$ cat src/rtl/uart_rx_fsm.sv
// uart_rx_fsm: UART receive sequencer driving sampler/checker enables, edge and bit counters.
// Optional UART_RX_ERR_STATUS_EN adds par_err_flag/stp_err_flag outputs.
module uart_rx_fsm #(
    parameter int DATA_W     = 8,
    parameter int PRESCALE_W = 6
) (
    input  logic                  uart_rx_fsm_clk,
    input  logic                  uart_rx_fsm_rst,
    input  logic                  rx_in,
    input  logic [PRESCALE_W-1:0] prescale,
    input  logic                  par_en,
    input  logic                  strt_glitch,
    input  logic                  par_err,
    input  logic                  stp_err,
    output logic [PRESCALE_W-1:0] edge_cnt,
    output logic [3:0]            bit_cnt,
    output logic                  dat_samp_en,
    output logic                  strt_chk_en,
    output logic                  deser_en,
    output logic                  par_chk_en,
    output logic                  stp_chk_en,
`ifdef UART_RX_ERR_STATUS_EN
    output logic                  par_err_flag,
    output logic                  stp_err_flag,
`endif
    output logic                  data_valid
);
    typedef enum logic [2:0] {IDLE, START, DATA, PARITY, STOP} state_t;

    state_t                  state_q, state_d;
    logic [PRESCALE_W-1:0]   edge_q, edge_d, p_q, p_d, chk_d, fin, stop_end;
    logic [3:0]              bit_q, bit_d;
    logic                    par_en_q, par_en_d, par_flag_q, par_flag_d;
    logic                    strt_q, deser_q, parc_q, stpc_q, samp_q;
    logic                    wrap, stop_done;

    assign fin       = p_q - PRESCALE_W'(1);
    assign stop_end  = (p_q >> 1) + PRESCALE_W'(3);
    assign chk_d     = (p_d >> 1) + PRESCALE_W'(2);
    assign wrap      = edge_q == fin;
    assign stop_done = state_q == STOP && edge_q == stop_end;

    always_comb begin
        state_d    = state_q;
        edge_d     = wrap ? '0 : edge_q + PRESCALE_W'(1);
        bit_d      = wrap ? bit_q + 4'd1 : bit_q;
        p_d        = p_q;
        par_en_d   = par_en_q;
        par_flag_d = par_flag_q;
        case (state_q)
            IDLE: begin
                edge_d = '0;
                bit_d  = '0;
                if (!rx_in) begin
                    state_d    = START;
                    p_d        = prescale < PRESCALE_W'(8) ? PRESCALE_W'(8) : prescale;
                    par_en_d   = par_en;
                    par_flag_d = 1'b0;
                end
            end
            START: begin
                if (wrap && strt_glitch) begin
                    state_d = IDLE;
                    edge_d  = '0;
                    bit_d   = '0;
                end else if (wrap) begin
                    state_d = DATA;
                end
            end
            DATA: if (wrap && bit_q == 4'(DATA_W)) state_d = par_en_q ? PARITY : STOP;
            PARITY: begin
                if (wrap) begin
                    par_flag_d = par_err;
                    state_d    = STOP;
                end
            end
            STOP: begin
                // Leave mid-stop-bit so a following start edge is not missed
                if (stop_done) begin
                    state_d = IDLE;
                    edge_d  = '0;
                    bit_d   = '0;
                end
            end
            default: state_d = IDLE;
        endcase
    end

    always_ff @(posedge uart_rx_fsm_clk) begin
        if (uart_rx_fsm_rst) begin
            state_q    <= IDLE;
            edge_q     <= '0;
            bit_q      <= '0;
            p_q        <= '0;
            par_en_q   <= 1'b0;
            par_flag_q <= 1'b0;
            samp_q     <= 1'b0;
            strt_q     <= 1'b0;
            deser_q    <= 1'b0;
            parc_q     <= 1'b0;
            stpc_q     <= 1'b0;
        end else begin
            state_q    <= state_d;
            edge_q     <= edge_d;
            bit_q      <= bit_d;
            p_q        <= p_d;
            par_en_q   <= par_en_d;
            par_flag_q <= par_flag_d;
            samp_q     <= state_d != IDLE;
            strt_q     <= state_d == START && edge_d == chk_d;
            deser_q    <= state_d == DATA && edge_d == chk_d;
            parc_q     <= state_d == PARITY && edge_d == chk_d;
            stpc_q     <= state_d == STOP && edge_d == chk_d;
        end
    end

    assign edge_cnt    = edge_q;
    assign bit_cnt     = bit_q;
    assign dat_samp_en = samp_q;
    assign strt_chk_en = strt_q;
    assign deser_en    = deser_q;
    assign par_chk_en  = parc_q;
    assign stp_chk_en  = stpc_q;
    // stp_err is the registered stop-check result, valid one cycle after stp_chk_en
    assign data_valid  = stop_done && !stp_err && !par_flag_q;
`ifdef UART_RX_ERR_STATUS_EN
    assign par_err_flag = stop_done && par_flag_q;
    assign stp_err_flag = stop_done && stp_err;
`endif
endmodule
$ cat config.mk
export PLATFORM = sky130hd
export DESIGN_NAME = uart_rx_fsm
export DESIGN_NICKNAME = d
export VERILOG_FILES = /design/src/rtl/uart_rx_fsm.sv
export SDC_FILE = /design/constraint.sdc
export NUM_CORES = 1
export LEC_CHECK = 0
export CAP_MARGIN = 20
export CORE_ASPECT_RATIO = 2
export CORE_MARGIN = 2
export CORE_UTILIZATION = 45
export CTS_CLUSTER_SIZE = 25
export DETAILED_ROUTE_END_ITERATION = 8
export GPL_TIMING_DRIVEN = 0
export PLACE_DENSITY_LB_ADDON = 0.1
export RECOVER_POWER = 100
export SLEW_MARGIN = 20
export SYNTH_ARGS = -nofsm -noshare
export SYNTH_HDL_FRONTEND = slang
export SYNTH_SLANG_ARGS = --single-unit
$ cat constraint.sdc
create_clock -name uart_rx_fsm_clk -period 2.66 [get_ports uart_rx_fsm_clk]
set_clock_uncertainty 0.15 [all_clocks]
set_input_delay 0.399 -clock uart_rx_fsm_clk [delete_from_list [all_inputs] [get_ports uart_rx_fsm_clk]]
set_output_delay 0.399 -clock uart_rx_fsm_clk [all_outputs]
set_load 0.02 [all_outputs]
==> results.sh, run 1 <==
export IMPL_r2r_end="deser_en"
export IMPL_wire_per_inst_um=15.57
export IMPL_critPathMaxStageDelay_ps=370
export IMPL_dpl_hpwl_mm=3.078
export IMPL_reg2reg_depth=10
export IMPL_dp_cells=281
export IMPL_max_freq_ghz=0.3576
export IMPL_critPathKind="reg2reg"
export IMPL_finalCritPeriodShare=1.051
export IMPL_layout_commonest_cell="nor2_1"
export IMPL_worstMarginPinSlew_ps=547.8
export IMPL_synth_seq_area_share=0.2989
export IMPL_grt_usage=0.2270
export IMPL_synth_edf_count=0
export IMPL_period_needed_ps=2796
export IMPL_fp_row_count=32
export IMPL_path_max_fanout=4
export IMPL_netlist_cell_type_count=51
export IMPL_fin_nets=277
export IMPL_wl_mm=4.781
export IMPL_critPathSlowestCell="dfxtp_4"
export IMPL_reg2reg_slack_ps=-140
export IMPL_end_kind="flop"
export IMPL_core_area_um2=3764
export IMPL_synthCells=202
export IMPL_clock_sinks=26
export IMPL_placed_cell_area_um2=2123
export IMPL_startpoint_type="flop"
export IMPL_cp_cell_sequence="nor4_4 > buf_4 > mux2i_4 > inv_2 > ha_4 > xnor2_4 > or3_1 > a31o_2 > a2bb2o_4 > and4bb_2"
export IMPL_die_area_um2=4414
export IMPL_cts_tree="built"
export IMPL_ant_nets=0
export IMPL_die_h_um=91.98
export IMPL_crit_family="simple AND/OR/NAND/NOR gates"
export IMPL_final_area_um2=2599
export IMPL_syn_area_um2=1742
export IMPL_crit_arrival_ps=2880
export IMPL_grt_pass1_vias=1617
export IMPL_endpoint="deser_en"
export IMPL_place_ws_ps=-948.5
export IMPL_synth_main_ff_cell="dfxtp_1"
export IMPL_setup_viol=5
export IMPL_fin_cells=307
export IMPL_synth_async_reset_ratio=0
export IMPL_hp_class="reg2reg"
export IMPL_firstDrtPassIters=4
export IMPL_grt_overflow=0
export IMPL_pin_count=29
export IMPL_antenna_found_initial=0
export IMPL_fp_dieW_um=47.99
export IMPL_area_growth_pct=49.21
export IMPL_drive_above_1_share=0.3086
export IMPL_numCtsBuffers=3
export IMPL_gp_congestion=0.8912
export IMPL_cts_root_buffer="clkbuf_8"
export IMPL_io_buffers=28
export IMPL_violations="negative setup slack"
export IMPL_cp_depth=10
export IMPL_finalHoldViolations=0
export IMPL_syn_avg_cell_area_um2=8.622
export IMPL_antenna_cells=0
export IMPL_pwr_density_cell_nw_per_um2=416.9
export IMPL_slew_headroom=0.6336
export IMPL_min_from="par_en_q"
export IMPL_irDropWorstVdd_v=0.0004157
export IMPL_rsz0062_at_grt="true"
export IMPL_path_clk_slew_ps=100
export IMPL_ys_seq_elements=26
export IMPL_yosysWarnings=0
export IMPL_cp_data_required_time_ps=2740
export IMPL_grt_pass1_wl_mm=7.245
export IMPL_p_leak_nw=0.9487
export IMPL_most_common_layout_cells="28 x nor2_1, 24 x clkdlybuf4s50_1, 22 x buf_4"
export IMPL_viasPerCell=5.384
export IMPL_grt_start_max_net_pins=16
export IMPL_status="finished, violations left"
export IMPL_drc=0
export IMPL_clk_latency_ps=280
export IMPL_clock_path_buffers=2
export IMPL_r2r_start="state_q[0]"
export IMPL_critPathLaunch="state_q[0]"
export IMPL_cts_max_level=1
export IMPL_vias=1653
export IMPL_drv_slew=0
export IMPL_synth_fp_nets=222
export IMPL_cap_violations=0
export IMPL_start_util=0.4628
export IMPL_ctsHoldBuffers=0
export IMPL_drt_iter0_drc=45
export IMPL_worst_path_buf_inv=2
export IMPL_fin_ws_ps=-136.4
-- per-layer routing --
layer	share of wire	global-route usage	up-vias	routed length (µm)
met5	0	0	-	0
met4	0.048	0.1059	0	231
met3	0.038	0.02559	16	181
met2	0.52	0.3711	41	2469
met1	0.40	0.2779	769	1898
li1	-	-	827	-
-- repair_timing --
| action | CTS | global route |
|---|---|---|
| endpoints found under the setup margin | 18 | 13 |
| setup buffers | 19 | 7 |
| pin swaps | 17 | 11 |
| cloned | 0 | 0 |
| gates resized for setup | 28 | 29 |
-- synthesized netlist by cell type (2+ instances only) --
master | count | area share
nor4_2 | 3 | 0.022
and2b_1 | 2 | 0.0086
nor4_1 | 3 | 0.011
ha_1 | 7 | 0.050
nor2_1 | 29 | 0.062
or3_1 | 2 | 0.0072
nand2b_1 | 2 | 0.0072
o21ai_0 | 6 | 0.017
nor3_1 | 3 | 0.0086
dfxtp_1 | 26 | 0.30
nand3b_1 | 2 | 0.0086
xor2_1 | 9 | 0.045
nand2_1 | 10 | 0.022
clkbuf_1 | 5 | 0.011
o31a_1 | 3 | 0.015
o2111ai_1 | 2 | 0.010
mux2i_1 | 6 | 0.034
nand3_1 | 6 | 0.017
o41ai_1 | 2 | 0.010
a21oi_1 | 6 | 0.017
xnor2_1 | 18 | 0.091
a41oi_1 | 2 | 0.010
nor2b_1 | 3 | 0.011
buf_6 | 2 | 0.013
inv_1 | 12 | 0.026
nand4_1 | 5 | 0.018
a31oi_1 | 2 | 0.0072
-- layout make-up --
| class | count | area [µm²] |
|---|---|---|
| multi-input combinational | 155 | 1356 |
| fill | 329 | 1165 |
| sequential | 26 | 533.0 |
| timing repair buffer | 53 | 483.0 |
| tap | 51 | 63.81 |
| buffer | 6 | 46.29 |
| inverter | 12 | 45.04 |
| clock buffer | 3 | 41.29 |
| clock inverter | 1 | 30.03 |
-- cells by family after synthesis --
family	count (synthesis)	share of synthesized area
multiplexers	6	0.03448
XOR/XNOR	28	0.1487
flip-flops	26	0.2989
buffers and inverters	21	0.05675
AND/OR/NAND/NOR	81	0.2644
adder cells (fa/ha/maj)	7	0.05029
AO/OA/AOI/OAI	33	0.1466
-- stage by stage --
stage / TNS, ps / power (mW) / util / hold slack [ps]
final: -448.6 / 1.084 / 0.6905 / 336.3
after CTS: -487.3 / 1.036 / 0.6403 / 334.9
after detailed placement: -4670 / 0.6487 / 0.5642 / 316.8
after floorplan: -281.2 / 0.5856 / - / 299.9
after global placement: -4070 / 0.6442 / 0.5642 / 319.5
after global routing: -791.9 / 1.119 / 0.6905 / 355.6
-- worst min path at each step --
stage	cells after the start	to	slack, ps
final	2	par_en_q	340
after global routing	2	par_en_q	360
after CTS	2	par_en_q	330
after detailed placement	2	par_en_q	320
after global placement	2	par_en_q	320
after floorplan	2	par_en_q	300
-- report_power, final --
part	switching [mW]	leakage [nW]	internal, mW
logic	0.162	0.699	0.170
registers	0.0133	0.214	0.400
clock network	0.136	0.0357	0.202
-- worst min-delay path, cell delays in order (launching register included) --
cell and delay (ps):
dfxtp_1 340, nand2_1 60, a21oi_1 50
-- registers in the layout, summed over array words and instances, names as in the netlist --
signal / count
bit_cnt: 4
edge_cnt: 6
par_chk_en: 1
p_q: 6
par_flag_q: 1
strt_chk_en: 1
dat_samp_en: 1
stp_chk_en: 1
state_q: 3
par_en_q: 1
deser_en: 1
Power figures use the tool's default switching activity.
==> run 2: changes to the inputs <==
--- a/config.mk
+++ b/config.mk
@@ -7,13 +7,14 @@
 export LEC_CHECK = 0
 export CAP_MARGIN = 20
 export CORE_ASPECT_RATIO = 2
-export CORE_MARGIN = 2
+export CORE_MARGIN = 5
 export CORE_UTILIZATION = 45
 export CTS_CLUSTER_SIZE = 25
 export DETAILED_ROUTE_END_ITERATION = 8
 export GPL_TIMING_DRIVEN = 0
 export PLACE_DENSITY_LB_ADDON = 0.1
 export RECOVER_POWER = 100
+export SKIP_CTS_REPAIR_TIMING = 1
 export SLEW_MARGIN = 20
 export SYNTH_ARGS = -nofsm -noshare
 export SYNTH_HDL_FRONTEND = slang
==> run 2 against run 1 <==
  * The run still ends with negative setup slack left
  * Utilization down 7.1 points
  * Critical endpoint unchanged
  * Largest power group unchanged
  * Power down 16%
  * Routed wire length down 8.6%
  * Register-to-register slack worse by 110 ps
  * Worst setup slack worse by 120 ps
  * Sequential share of layout area up 2.0 points
==> results.sh, run 2 (synthesized netlist as in run 1, its figures left out) <==
export IMPL_status="finished, violations left"
export IMPL_violations="negative setup slack"
export IMPL_irDropWorstVdd_v=0.0002354
export IMPL_grt_overflow=0
export IMPL_clk_latency_ps=270
export IMPL_finalHoldViolations=0
export IMPL_finalCritPeriodShare=1.096
export IMPL_fin_ws_ps=-256.1
export IMPL_path_max_fanout=6
export IMPL_wl_mm=4.370
export IMPL_clock_sinks=26
export IMPL_fin_nets=268
export IMPL_die_area_um2=5290
export IMPL_vias=1586
export IMPL_setup_viol=5
export IMPL_crit_arrival_ps=2980
export IMPL_fp_dieW_um=53.99
export IMPL_critPathKind="in2reg"
export IMPL_ant_nets=0
export IMPL_area_growth_pct=35.20
export IMPL_reg2reg_slack_ps=-250
export IMPL_gp_congestion=0.8129
export IMPL_cts_root_buffer="clkbuf_8"
export IMPL_antenna_cells=0
export IMPL_pwr_density_cell_nw_per_um2=384.6
export IMPL_startpoint_type="input pin"
export IMPL_numCtsBuffers=3
export IMPL_p_leak_nw=0.8702
export IMPL_rsz0062_at_grt="true"
export IMPL_grt_start_max_net_pins=14
export IMPL_hp_class="reg2reg"
export IMPL_fp_row_count=32
export IMPL_die_h_um=97.98
export IMPL_slew_headroom=0.6088
export IMPL_io_buffers=28
export IMPL_layout_commonest_cell="nor2_1"
export IMPL_cp_data_required_time_ps=2730
export IMPL_start_util=0.4579
export IMPL_grt_usage=0.1680
export IMPL_grt_pass1_vias=1478
export IMPL_drive_above_1_share=0.1992
export IMPL_firstDrtPassIters=4
export IMPL_dpl_hpwl_mm=3.335
export IMPL_end_kind="flop"
export IMPL_drt_iter0_drc=21
export IMPL_wire_per_inst_um=14.71
export IMPL_viasPerCell=5.340
export IMPL_most_common_layout_cells="28 x nor2_1, 22 x dfxtp_1, 18 x clkdlybuf4s50_1"
export IMPL_period_needed_ps=2916
export IMPL_worst_hold_slack_ps=331.6
export IMPL_pin_count=29
export IMPL_grt_pass1_wl_mm=6.789
export IMPL_core_area_um2=3804
export IMPL_cap_violations=0
export IMPL_drv_slew=0
export IMPL_cts_tree="built"
export IMPL_finalSetupTns_ps=-810.4
export IMPL_antenna_found_initial=0
export IMPL_max_freq_ghz=0.3429
export IMPL_clock_path_buffers=2
export IMPL_drc=0
export IMPL_cts_max_level=1
export IMPL_path_clk_slew_ps=80
export IMPL_worstMarginPinSlew_ps=580.7
run 2: cell count changes in the layout (fill, tap and decap cells not counted), moves of 3 or more:
cell / before / now
dlygate4sd3_1: 0 / 7
clkdlybuf4s50_1: 24 / 18
inv_1: 8 / 11
inv_2: 4 / 1
buf_6: 4 / 0
dlygate4sd2_1: 3 / 0
buf_4: 22 / 16
run 2: area by class of cell:
type	instances	area, µm²
fill	354	1449
timing repair buffer	43	392.9
tap	51	63.81
sequential	26	530.5
buffer	7	46.29
multi-input combinational	155	1235
inverter	12	45.04
clock buffer	3	41.29
run 2: metal layers:
metal	GRT usage	wire length, µm
met5	0	0
met4	0.05950	62
met3	0.01527	104
met2	0.3131	2459
met1	0.1836	1743
run 2: worst max-delay path: stages:
cell,delay (ps)
clkdlybuf4s50_1,500
o31a_1,330
mux2i_4,210
inv_1,100
ha_4,190
xnor2_4,130
or3_1,350
a31o_2,240
a2bb2o_4,240
and4bb_2,280
run 2: stage by stage:
stage	cell area (µm²)	utilization	std cells	setup slack (ps)	total power, mW
floorplan	1779	-	202	-148.9	0.5856
global placement	2123	0.5582	281	-886.0	0.6484
detailed placement	2123	0.5582	281	-893.7	0.6510
CTS	2165	0.5691	284	-634.3	0.8723
global route	2355	0.6191	297	-355.9	0.9518
finish	2355	0.6191	297	-256.1	0.9055
run 2: worst paths after layout:
check / startpoint / to / depth (start not counted)
worst min register to register: par_en_q / par_en_q / 2
worst max-delay path: prescale[5] / deser_en / 10
worst min-delay path: par_en_q / par_en_q / 2
worst max register to register: state_q[1] / deser_en / 11
run 2: power by group:
| group | total (mW) | leakage, nW | switching (mW) | internal, mW |
|---|---|---|---|---|
| combinational | 0.273 | 0.635 | 0.135 | 0.138 |
| clock | 0.220 | 0.0216 | 0.118 | 0.102 |
| sequential | 0.413 | 0.214 | 0.0136 | 0.400 |
